## src/rtl/commit_trace_buffer_if.sv

```systemverilog
// Trace output stream of the commit trace buffer: first-word-fall-through
// head record with a valid/ready handshake toward a monitor or logger.
interface commit_trace_buffer_if #(
    parameter int DATA_W = 32,
    parameter int ADDR_W = 9
);
    logic              trace_valid;
    logic              trace_ready;
    logic [1:0]        trace_type;
    logic [ADDR_W-1:0] trace_addr;
    logic [DATA_W-1:0] trace_data;

    // Producer side (the trace buffer)
    modport master (
        output trace_valid,
        output trace_type,
        output trace_addr,
        output trace_data,
        input  trace_ready
    );

    // Consumer side (monitor, logger, debug UART)
    modport slave (
        input  trace_valid,
        input  trace_type,
        input  trace_addr,
        input  trace_data,
        output trace_ready
    );
endinterface

```

## src/rtl/commit_trace_buffer.sv

```systemverilog
// Commit trace buffer: records register-file writes and data-memory
// accesses of the core into an in-order FIFO (up to two records per cycle,
// REG before MEM) and streams them out. The core is never stalled; records
// that do not fit are dropped and counted.
module commit_trace_buffer #(
    parameter int DATA_W    = 32,
    parameter int ADDR_W    = 9,
    parameter int DEPTH     = 16,
    parameter int FILTER_X0 = 1,
    localparam int PTR_W    = $clog2(DEPTH),
    localparam int CNT_W    = PTR_W + 1
) (
    input  logic                  i_clk,
    input  logic                  i_reset,
    input  logic                  i_reg_write_sig,
    input  logic [4:0]            i_reg_num,
    input  logic [DATA_W-1:0]     i_reg_data,
    input  logic                  i_wr,
    input  logic                  i_rd,
    input  logic [ADDR_W-1:0]     i_addr,
    input  logic [DATA_W-1:0]     i_wr_data,
    input  logic [DATA_W-1:0]     i_rd_data,
    commit_trace_buffer_if.master trace_m,
    output logic [CNT_W-1:0]      o_fifo_count,
    output logic [15:0]           o_drop_count,
    output logic                  o_overflow
);

    localparam logic [1:0] TYPE_REG    = 2'b01;
    localparam logic [1:0] TYPE_MEM_WR = 2'b10;
    localparam logic [1:0] TYPE_MEM_RD = 2'b11;

    // Record storage and bookkeeping
    logic [1:0]        r_type [DEPTH];
    logic [ADDR_W-1:0] r_addr [DEPTH];
    logic [DATA_W-1:0] r_data [DEPTH];
    logic [PTR_W-1:0]  r_wptr;
    logic [PTR_W-1:0]  r_rptr;
    logic [CNT_W-1:0]  r_count;
    logic [15:0]       r_drop;
    logic              r_overflow;

    // Event decode and push/drop arbitration
    logic              w_reg_ev;
    logic              w_mem_ev;
    logic [1:0]        w_n_ev;
    logic [CNT_W-1:0]  w_free;
    logic [1:0]        w_push_cnt;
    logic [1:0]        w_drop_cnt;
    logic              w_pop;
    logic [ADDR_W-1:0] w_reg_addr;
    logic [1:0]        w_mem_type;
    logic [DATA_W-1:0] w_mem_data;
    logic [1:0]        w_s0_type;
    logic [ADDR_W-1:0] w_s0_addr;
    logic [DATA_W-1:0] w_s0_data;
    logic [16:0]       w_drop_sum;
    logic [15:0]       w_drop_next;

    assign w_reg_ev   = i_reg_write_sig && !((FILTER_X0 != 0) && (i_reg_num == 5'd0));
    assign w_mem_ev   = i_wr || i_rd;
    assign w_n_ev     = {1'b0, w_reg_ev} + {1'b0, w_mem_ev};
    // Free space is taken before this cycle's pop, so a pop never makes room
    // for a same-cycle push.
    assign w_free     = CNT_W'(DEPTH) - r_count;
    assign w_pop      = (r_count != {CNT_W{1'b0}}) && trace_m.trace_ready;
    assign w_reg_addr = {{(ADDR_W-5){1'b0}}, i_reg_num};
    assign w_drop_sum = {1'b0, r_drop} + {15'd0, w_drop_cnt};
    assign w_drop_next = w_drop_sum[16] ? 16'hFFFF : w_drop_sum[15:0];

    // Store data takes priority when a write and read strobe coincide
    always_comb begin
        w_mem_type = TYPE_MEM_RD;
        w_mem_data = i_rd_data;
        if (i_wr) begin
            w_mem_type = TYPE_MEM_WR;
            w_mem_data = i_wr_data;
        end else begin
            w_mem_type = TYPE_MEM_RD;
            w_mem_data = i_rd_data;
        end
    end

    // Slot 0 holds the oldest event of the cycle: REG if present, else MEM
    always_comb begin
        w_s0_type = w_mem_type;
        w_s0_addr = i_addr;
        w_s0_data = w_mem_data;
        if (w_reg_ev) begin
            w_s0_type = TYPE_REG;
            w_s0_addr = w_reg_addr;
            w_s0_data = i_reg_data;
        end else begin
            w_s0_type = w_mem_type;
            w_s0_addr = i_addr;
            w_s0_data = w_mem_data;
        end
    end

    // Decide how many records fit; the younger MEM record is dropped first
    always_comb begin
        w_push_cnt = 2'd0;
        w_drop_cnt = 2'd0;
        if (w_free >= CNT_W'(2'd2)) begin
            w_push_cnt = w_n_ev;
            w_drop_cnt = 2'd0;
        end else if (w_free == CNT_W'(2'd1)) begin
            w_push_cnt = (w_n_ev != 2'd0) ? 2'd1 : 2'd0;
            w_drop_cnt = w_n_ev - w_push_cnt;
        end else begin
            w_push_cnt = 2'd0;
            w_drop_cnt = w_n_ev;
        end
    end

    // FIFO storage, pointers, occupancy and drop statistics
    always_ff @(posedge i_clk) begin
        if (i_reset) begin
            for (int i = 0; i < DEPTH; i++) begin
                r_type[i] <= 2'b00;
                r_addr[i] <= {ADDR_W{1'b0}};
                r_data[i] <= {DATA_W{1'b0}};
            end
            r_wptr     <= {PTR_W{1'b0}};
            r_rptr     <= {PTR_W{1'b0}};
            r_count    <= {CNT_W{1'b0}};
            r_drop     <= 16'd0;
            r_overflow <= 1'b0;
        end else begin
            if (w_push_cnt != 2'd0) begin
                r_type[r_wptr] <= w_s0_type;
                r_addr[r_wptr] <= w_s0_addr;
                r_data[r_wptr] <= w_s0_data;
            end
            if (w_push_cnt == 2'd2) begin
                r_type[r_wptr + PTR_W'(1'b1)] <= w_mem_type;
                r_addr[r_wptr + PTR_W'(1'b1)] <= i_addr;
                r_data[r_wptr + PTR_W'(1'b1)] <= w_mem_data;
            end
            r_wptr  <= r_wptr + PTR_W'(w_push_cnt);
            r_rptr  <= r_rptr + PTR_W'(w_pop);
            r_count <= r_count + CNT_W'(w_push_cnt) - CNT_W'(w_pop);
            r_drop  <= w_drop_next;
            if (w_drop_cnt != 2'd0) begin
                r_overflow <= 1'b1;
            end else begin
                r_overflow <= r_overflow;
            end
        end
    end

    // First-word-fall-through head presentation
    assign trace_m.trace_valid = (r_count != {CNT_W{1'b0}});
    assign trace_m.trace_type  = r_type[r_rptr];
    assign trace_m.trace_addr  = r_addr[r_rptr];
    assign trace_m.trace_data  = r_data[r_rptr];

    assign o_fifo_count = r_count;
    assign o_drop_count = r_drop;
    assign o_overflow   = r_overflow;

endmodule

```

## src/flat_wrapper.sv

```systemverilog
// flat-port wrapper written by rule: the top's interface ports become plain ports
module commit_trace_buffer_flat 
#(
    parameter int DATA_W    = 32,
    parameter int ADDR_W    = 9,
    parameter int DEPTH     = 16,
    parameter int FILTER_X0 = 1,
    localparam int PTR_W    = $clog2(DEPTH),
    localparam int CNT_W    = PTR_W + 1
)
  (i_clk, i_reset, i_reg_write_sig, i_reg_num, i_reg_data, i_wr, i_rd, i_addr, i_wr_data, i_rd_data, o_fifo_count, o_drop_count, o_overflow, trace_m_trace_valid, trace_m_trace_type, trace_m_trace_addr, trace_m_trace_data, trace_m_trace_ready);
  commit_trace_buffer_if #(.DATA_W(DATA_W), .ADDR_W(ADDR_W)) trace_m_i ();
  input  logic i_clk;
  input  logic i_reset;
  input  logic i_reg_write_sig;
  input  logic [4:0] i_reg_num;
  input  logic [DATA_W-1:0] i_reg_data;
  input  logic i_wr;
  input  logic i_rd;
  input  logic [ADDR_W-1:0] i_addr;
  input  logic [DATA_W-1:0] i_wr_data;
  input  logic [DATA_W-1:0] i_rd_data;
  output logic [CNT_W-1:0] o_fifo_count;
  output logic [15:0] o_drop_count;
  output logic o_overflow;
  output wire logic [$bits(trace_m_i.trace_valid)-1:0] trace_m_trace_valid;
  output wire logic [$bits(trace_m_i.trace_type)-1:0] trace_m_trace_type;
  output wire logic [$bits(trace_m_i.trace_addr)-1:0] trace_m_trace_addr;
  output wire logic [$bits(trace_m_i.trace_data)-1:0] trace_m_trace_data;
  input wire logic [$bits(trace_m_i.trace_ready)-1:0] trace_m_trace_ready;
  assign trace_m_trace_valid = trace_m_i.trace_valid;
  assign trace_m_trace_type = trace_m_i.trace_type;
  assign trace_m_trace_addr = trace_m_i.trace_addr;
  assign trace_m_trace_data = trace_m_i.trace_data;
  assign trace_m_i.trace_ready = trace_m_trace_ready;
  commit_trace_buffer #(.DATA_W(DATA_W), .ADDR_W(ADDR_W), .DEPTH(DEPTH), .FILTER_X0(FILTER_X0)) u_core (.i_clk(i_clk), .i_reset(i_reset), .i_reg_write_sig(i_reg_write_sig), .i_reg_num(i_reg_num), .i_reg_data(i_reg_data), .i_wr(i_wr), .i_rd(i_rd), .i_addr(i_addr), .i_wr_data(i_wr_data), .i_rd_data(i_rd_data), .trace_m(trace_m_i), .o_fifo_count(o_fifo_count), .o_drop_count(o_drop_count), .o_overflow(o_overflow));
endmodule
```

## config.mk

```make
export PLATFORM = sky130hd
export DESIGN_NAME = commit_trace_buffer_flat
export DESIGN_NICKNAME = d
export VERILOG_FILES = /design/src/rtl/commit_trace_buffer_if.sv /design/src/rtl/commit_trace_buffer.sv /design/src/flat_wrapper.sv
export SDC_FILE = /design/constraint.sdc
export NUM_CORES = 1
export LEC_CHECK = 0
export CELL_PAD_IN_SITES_DETAIL_PLACEMENT = 0
export CELL_PAD_IN_SITES_GLOBAL_PLACEMENT = 1
export CORE_MARGIN = 2
export CORE_UTILIZATION = 47
export DETAILED_ROUTE_END_ITERATION = 8
export PLACE_DENSITY = 0.8
export RECOVER_POWER = 25
export REMOVE_ABC_BUFFERS = 1
export SLEW_MARGIN = 20
export SYNTH_ARGS = -nofsm -noshare
export SYNTH_HDL_FRONTEND = slang
export SYNTH_SLANG_ARGS = --single-unit
```

## constraint.sdc

```tcl
create_clock -name i_clk -period 6.5 [get_ports i_clk]
set_input_delay 1.625 -clock i_clk [delete_from_list [all_inputs] [get_ports i_clk]]
set_output_delay 1.625 -clock i_clk [all_outputs]
set_load 0.02 [all_outputs]
```

==> results of run 1 <==
-- per-stage QoR --
stage	std cells	util	total power [mW]	instance area (um2)
floorplan	2096	-	8.32	33600
global placement	3388	0.523	9.43	38300
detailed placement	3388	0.523	9.52	38300
CTS	3529	0.559	14.1	40900
global route	3531	0.557	14.5	40800
finish	3531	0.557	14.1	40800
-- final timing paths --
kind,startpoint,end,depth (start not counted)
worst max-delay path,i_reg_num[4],u_core.r_addr[1][3]$_DFFE_PP_,10
worst min-delay path,u_core.r_type[11][1]$_SDFFE_PP1P_,u_core.r_type[11][1]$_SDFFE_PP1P_,1
worst max register to register,u_core.o_fifo_count[0]$_SDFF_PP0_,u_core.o_drop_count[5]$_SDFF_PP0_,11
worst min register to register,u_core.r_type[11][1]$_SDFFE_PP1P_,u_core.r_type[11][1]$_SDFFE_PP1P_,1
-- power by group --
part | internal (mW) | leakage, nW | total (mW) | switching [mW]
clock network | 2.74 | 1.28 | 4.61 | 1.87
registers | 5.53 | 7.33 | 5.78 | 0.246
logic | 1.67 | 5.54 | 3.66 | 2.00
-- metal layers --
| layer | wire, um | up-vias | global-route usage |
|---|---|---|---|
| met2 | 53400 | 2173 | 0.464 |
| met5 | 0 | - | 0 |
| met4 | 4520 | 0 | 0.123 |
| met3 | 15500 | 319 | 0.0869 |
| li1 | - | 10159 | - |
| met1 | 40300 | 12595 | 0.379 |
-- area by class of cell --
class | count | share of cell area
Clock buffer | 92 | 0.0502
Clock inverter | 49 | 0.0142
Inverter | 57 | 0.00525
Multi-Input combinational cell | 1321 | 0.306
Sequential cell | 718 | 0.518
Tap cell | 959 | 0.0294
Timing Repair Buffer | 335 | 0.0770
-- flip-flops by register name (all words and copies together) (netlist names) --
register / cells
u_core.r_data: 512
u_core.o_overflow: 1
u_core.o_drop_count: 16
u_core.r_wptr: 4
u_core.r_type: 32
u_core.r_rptr: 4
u_core.r_addr: 144
u_core.o_fifo_count: 5
-- logic make-up (layout without fill, tap and decap cells) --
kind of cell	Yosys count	count (layout)
compound gates	717	717
xor+xnor	19	19
fa+ha+maj	22	22
buf+inv	348	533
flops	718	718
mux	281	281
simple gates	282	282
-- cells in the mapped netlist (all sizes together), types with 3 or more instances --
cell type | n | area (um2)
a22oi | 21 | 158
xor2 | 8 | 70.1
nand2 | 34 | 128
nor2 | 33 | 126
nand4 | 8 | 50.1
and2 | 26 | 163
o211ai | 5 | 70.1
nor3b | 6 | 50.1
dfxtp | 46 | 921
xnor2 | 11 | 96.3
a21oi | 20 | 104
o22ai | 572 | 3580
a31o | 6 | 52.6
a21bo | 6 | 60.1
a211oi | 4 | 42.5
clkbuf | 189 | 709
a2111oi | 3 | 26.3
a31oi | 5 | 31.3
mux2i | 66 | 661
a22o | 10 | 87.6
nor4 | 7 | 50.1
and2b | 9 | 67.6
o21ai | 19 | 118
or2 | 3 | 18.8
a221o | 4 | 40.0
buf | 102 | 566
ha | 19 | 238
fa | 3 | 60.1
nor2b | 39 | 244
o2111a | 3 | 33.8
or3 | 3 | 23.8
nand2b | 36 | 225
o32ai | 10 | 87.6
and3 | 3 | 18.8
edfxtp | 672 | 20200
a21boi | 17 | 128
inv | 57 | 214
mux4 | 215 | 4840
nor3 | 24 | 131
nand3 | 42 | 210
==> reports/qor.csv, run 1 <==
metric,value,unit
status,finished with violations,
violations,"max-capacitance violations, max-slew violations",
path_max_fanout,39,
finalClockSkew,0.0263,ns
cp_data_arrival_time,5.98,ns
p_leak,14.2,nW
worstSetupStartpointType,input pin,
yosys.area_share.simple,0.0456,
root_buffer,clkbuf_16,
yosysWarnings,0,
finalSetupTns,0,ns
regArea,0.0211,mm2
ioPinCount,182,
final_cell_mix,"edfxtp_1 (672), o22ai_1 (572), mux4_2 (215)",
wl,114000,um
place_ws,0.815,ns
synth_flop_cell,edfxtp_1,
synthToLayoutAreaGrowth,16.9,%
maxCapViolCount,5,
crit_path_top_delay_cell,clkbuf_2,
drive_gt1_frac,0.212,
setup_violations,0,
ys_seq_area_frac,0.605,
cpPeakStageDelay,1.13,ns
cts_hold_buf,0,
required,6.79,ns
synth_edf_count,672,
hold_viol,0,
clkLatencyLatePin,0.65,ns
synth_fa_ha_area_frac,0.00854,
grt_pass1_vias,25467,
min_period,5.69,ns
initial_utilization,0.476,
cts.htree.levels,3,
grt_max_degree,61,
fp.dieArea,0.0764,mm2
crit_type,in2reg,
period_share,0.875,
grt_overflow,0,
ys_types,72,
die_w,276,um
worst_slack,0.811,ns
ant_nets,0,
die_y,276,um
portBuffers,181,
grt_pass1_wl,167000,um
synthMuxAreaShare,0.158,
nFillCells,5684,
coreArea,0.0732,mm2
numCtsBuffers,76,
path_clk_slew,0.06,ns
synth-compound-area-share,0.136,
via_count,25246,
final_common_cell,edfxtp_1,
dr.pass1.iters,6,
clockBufferDepth,3,
rrSetupSlack,1.71,ns
cts_resized,0,
globalplace.congestion,0.862,
power.density,345,mW/mm2
hpwl,63500,um
fmax,176,MHz
hold-worst-slack,0.490,ns
avgSynthCellArea,14.6,um2
core.rowCount,99,
tritoncts,done,
antenna_found_initial,1,
crit_chain,dlygate4sd3_1 -> or3_1 -> o31ai_1 -> clkinv_1 -> ha_1 -> o21bai_1 -> nor3_4 -> o21ai_4 -> clkbuf_2 -> o22ai_1,
drc_errors,0,
post_drt_wl_per_cell,32.2,um
rsz0062_at_grt,false,
ir_drop,0.000217,V
crit_family,buffers and inverters,
final_nets,2647,
drt_first_iter_violations,3996,
syn_area,0.0349,mm2
synth-xor-area-share,0.00477,
viasPerCell,7.15,
slew_headroom,-0.0929,
synth-seq-cells,718,
crit_buf_inv,3,
diodes,0,
slew_viol_final,211,
worst_setup_path_end_kind,flop,
synth_cells,2387,
clock-sinks,718,
ys_async_sr_fraction,0,
track_usage,0.293,
postCtsSetupRepairBufs,0,
multi_input_area,0.0125,mm2
worst_pin_slew,1.64,ns
synth_top_family_by_area,multiplexers,
hold_path.class,reg2reg,
No activity file was read; power rests on OpenSTA's default activity.
==> run 2: changes to the inputs <==
--- a/config.mk
+++ b/config.mk
@@ -17,3 +17,4 @@
 export SYNTH_ARGS = -nofsm -noshare
 export SYNTH_HDL_FRONTEND = slang
 export SYNTH_SLANG_ARGS = --single-unit
+export TNS_END_PERCENT = 1
==> constraint.sdc (replaced) <==
create_clock -name i_clk -period 5.4 [get_ports i_clk]
set_input_delay 1.35 -clock i_clk [delete_from_list [all_inputs] [get_ports i_clk]]
set_output_delay 1.35 -clock i_clk [all_outputs]
set_load 0.02 [all_outputs]
==> run 2 against run 1 <==
  * The flow now finishes without violations
  * Worst hold slack better by 0.0021 ns
  * Total power is 19% higher
  * Sequential share of layout area is 0.37 points lower
  * Clock skew is 0.00085 ns higher
  * Via count is 0.29% higher
  * Non-clock buffer count is 29 higher
  * Critical path depth stayed put
  * Register-to-register slack worse by 1.1 ns
  * Clock power is 16% higher
==> reports/qor.csv, run 2 (same netlist as run 1, synthesis figures left out) <==
metric,value,unit,change
hold_path.class,reg2reg,,
die_w,276,um,unchanged
path_clk_slew,0.06,ns,about the same
grt_max_degree,49,,-20%
min_period,5.12,ns,
slew_headroom,0.00745,,+0.100
die_y,276,um,unchanged
synthToLayoutAreaGrowth,17.8,%,
initial_utilization,0.476,,unchanged
top_register,u_core.r_data,,
track_usage,0.295,,+0.00108
cts_hold_buf,0,,unchanged
grt_pass1_vias,25438,,-0.11%
globalplace.congestion,0.884,,+2.5%
wl,115000,um,+1.0%
p_total,16.8,mW,+19%
required,5.69,ns,-1.10 ns
ir_drop,0.000308,V,+42%
crit_buf_inv,3,,unchanged
clockBufferDepth,3,,unchanged
status,"complete, no violations",,
drt_first_iter_violations,4276,,+7.0%
hpwl,66900,um,+5.4%
dpl.cell_count,3416,,+0.83%
final_common_cell,edfxtp_1,,
core.rowCount,99,,unchanged
hold-worst-slack,0.492,ns,+0.00209 ns
worstSetupStartpointType,input pin,,
fin_area,0.0411,mm2,+0.71%
finalClockSkew,0.0272,ns,+0.000851 ns
largest_reg_flops,512,,unchanged
viasPerCell,7.11,,-0.61%
numCtsBuffers,77,,+1.3%
fmax,195,MHz,
period_share,0.949,,
crit_type,in2reg,,
antenna_found_initial,0,,-1
worst_setup_path_end_kind,flop,,
ff2ff_path_depth,11,,unchanged
hold_depth,1,,unchanged
postCtsSetupRepairBufs,0,,unchanged
hold_viol,0,,unchanged
final_cell_mix,"edfxtp_1 (672), o22ai_1 (572), mux4_2 (215)",,
drive_gt1_frac,0.219,,+0.00700
reg_top3,"u_core.r_data: 512 flops, u_core.r_addr: 144 flops, u_core.r_type: 32 flops",,
grt_overflow,0,,unchanged
ant_nets,0,,unchanged
multi_input_area,0.0125,mm2,+0.13%
grt_pass1_wl,167000,um,-0.27%
nFillCells,5642,,-0.74%
dr.pass1.iters,9,,+3
worst_slack,0.276,ns,-0.535 ns
clock-sinks,718,,unchanged
stdcell_count,3563,,+0.91%
crit_path_top_delay_cell,clkbuf_2,,
final_nets,2677,,+1.1%
tritoncts,done,,
drc_errors,0,,unchanged
post-route-util,0.561,,+0.00398
cpPeakStageDelay,1.12,ns,about the same
slew_viol_final,0,,-100%
crit_cells,10,,unchanged
worst_pin_slew,1.49,ns,-0.151 ns
power.density,408,mW/mm2,+18%
ioPinCount,182,,unchanged
dpl_cell_area,0.0387,mm2,+1.0%
setup_violations,0,,unchanged
diodes,0,,unchanged
finalSetupTns,0,ns,unchanged
coreArea,0.0732,mm2,unchanged
fp.dieArea,0.0764,mm2,unchanged
crit_family,buffers and inverters,,
regArea,0.0211,mm2,about the same
root_buffer,clkbuf_16,,
via_count,25320,,+0.29%
rsz0062_at_grt,false,,
crit_chain,dlygate4sd3_1 -> or3_1 -> o31ai_1 -> ha_1 -> nand4bb_1 -> a21oi_2 -> buf_4 -> o21ai_4 -> clkbuf_2 -> o22ai_1,,
post_drt_wl_per_cell,32.3,um,about the same
clkLatencyLatePin,0.63,ns,-0.02 ns
cp_data_arrival_time,5.41,ns,-0.57 ns
portBuffers,181,,unchanged
place_ws,0.347,ns,-0.468 ns
path_max_fanout,39,,unchanged
cts.htree.levels,3,,unchanged
p_leak,14.3,nW,+1.0%
cts_resized,0,,unchanged
maxCapViolCount,0,,-5
-- run 2: changes by cell type in the layout (fill, tap and decap cells not counted), moves of 4 or more --
cell	delta
clkbuf_8	+6
and2_0	+7
bufinv_16	-6
and2_1	-7
clkinv_1	+4
buf_4	+6
buf_12	+13
-- run 2: final cells by class --
cell class | instances | share of cell area
Clock buffer | 96 | 0.0522
Clock inverter | 48 | 0.0100
Inverter | 57 | 0.00521
Multi-Input combinational cell | 1321 | 0.304
Sequential cell | 718 | 0.514
Tap cell | 959 | 0.0292
Timing Repair Buffer | 364 | 0.0850
-- run 2: metal layers --
metal  wire, um  part of all wire  global-route usage  vias to the layer above
met1      40900              0.36               0.388                    12607
met4       4770             0.041               0.131                        0
met2      53800              0.47               0.465                     2176
li1           -                 -                   -                    10214
met3      15400              0.13              0.0745                      323
met5          0                 0                   0                        -
-- run 2: power by group --
group          leakage [nW]  total [mW]  internal [mW]  switching [mW]
Combinational          5.72        4.47           2.04            2.43
Sequential             7.33        6.95           6.66           0.287
Clock                  1.25        5.35           3.11            2.24
Total                  14.3        16.8           11.8            4.96
-- run 2: worst register-to-register path, delay by kind of cell (launching register included) --
| kind | cells | cell delay (ns) |
|---|---|---|
| and+or+nand+nor | 3 | 0.80 |
| DFF | 1 | 0.50 |
| adders and majority gates | 2 | 0.60 |
| buffers and inverters | 3 | 1.35 |
| AOI/OAI and AO/OA | 3 | 1.41 |
-- run 2: worst paths after layout --
path                                                         from                                end  slack [ns]
worst min register to register   u_core.r_type[3][1]$_SDFFE_PP1P_   u_core.r_type[3][1]$_SDFFE_PP1P_        0.49
worst max register to register  u_core.o_fifo_count[1]$_SDFF_PP0_  u_core.r_type[12][1]$_SDFFE_PP1P_        0.61
worst max-delay path                                 i_reg_num[3]     u_core.r_addr[12][1]$_DFFE_PP_        0.28
worst min-delay path             u_core.r_type[3][1]$_SDFFE_PP1P_   u_core.r_type[3][1]$_SDFFE_PP1P_        0.49
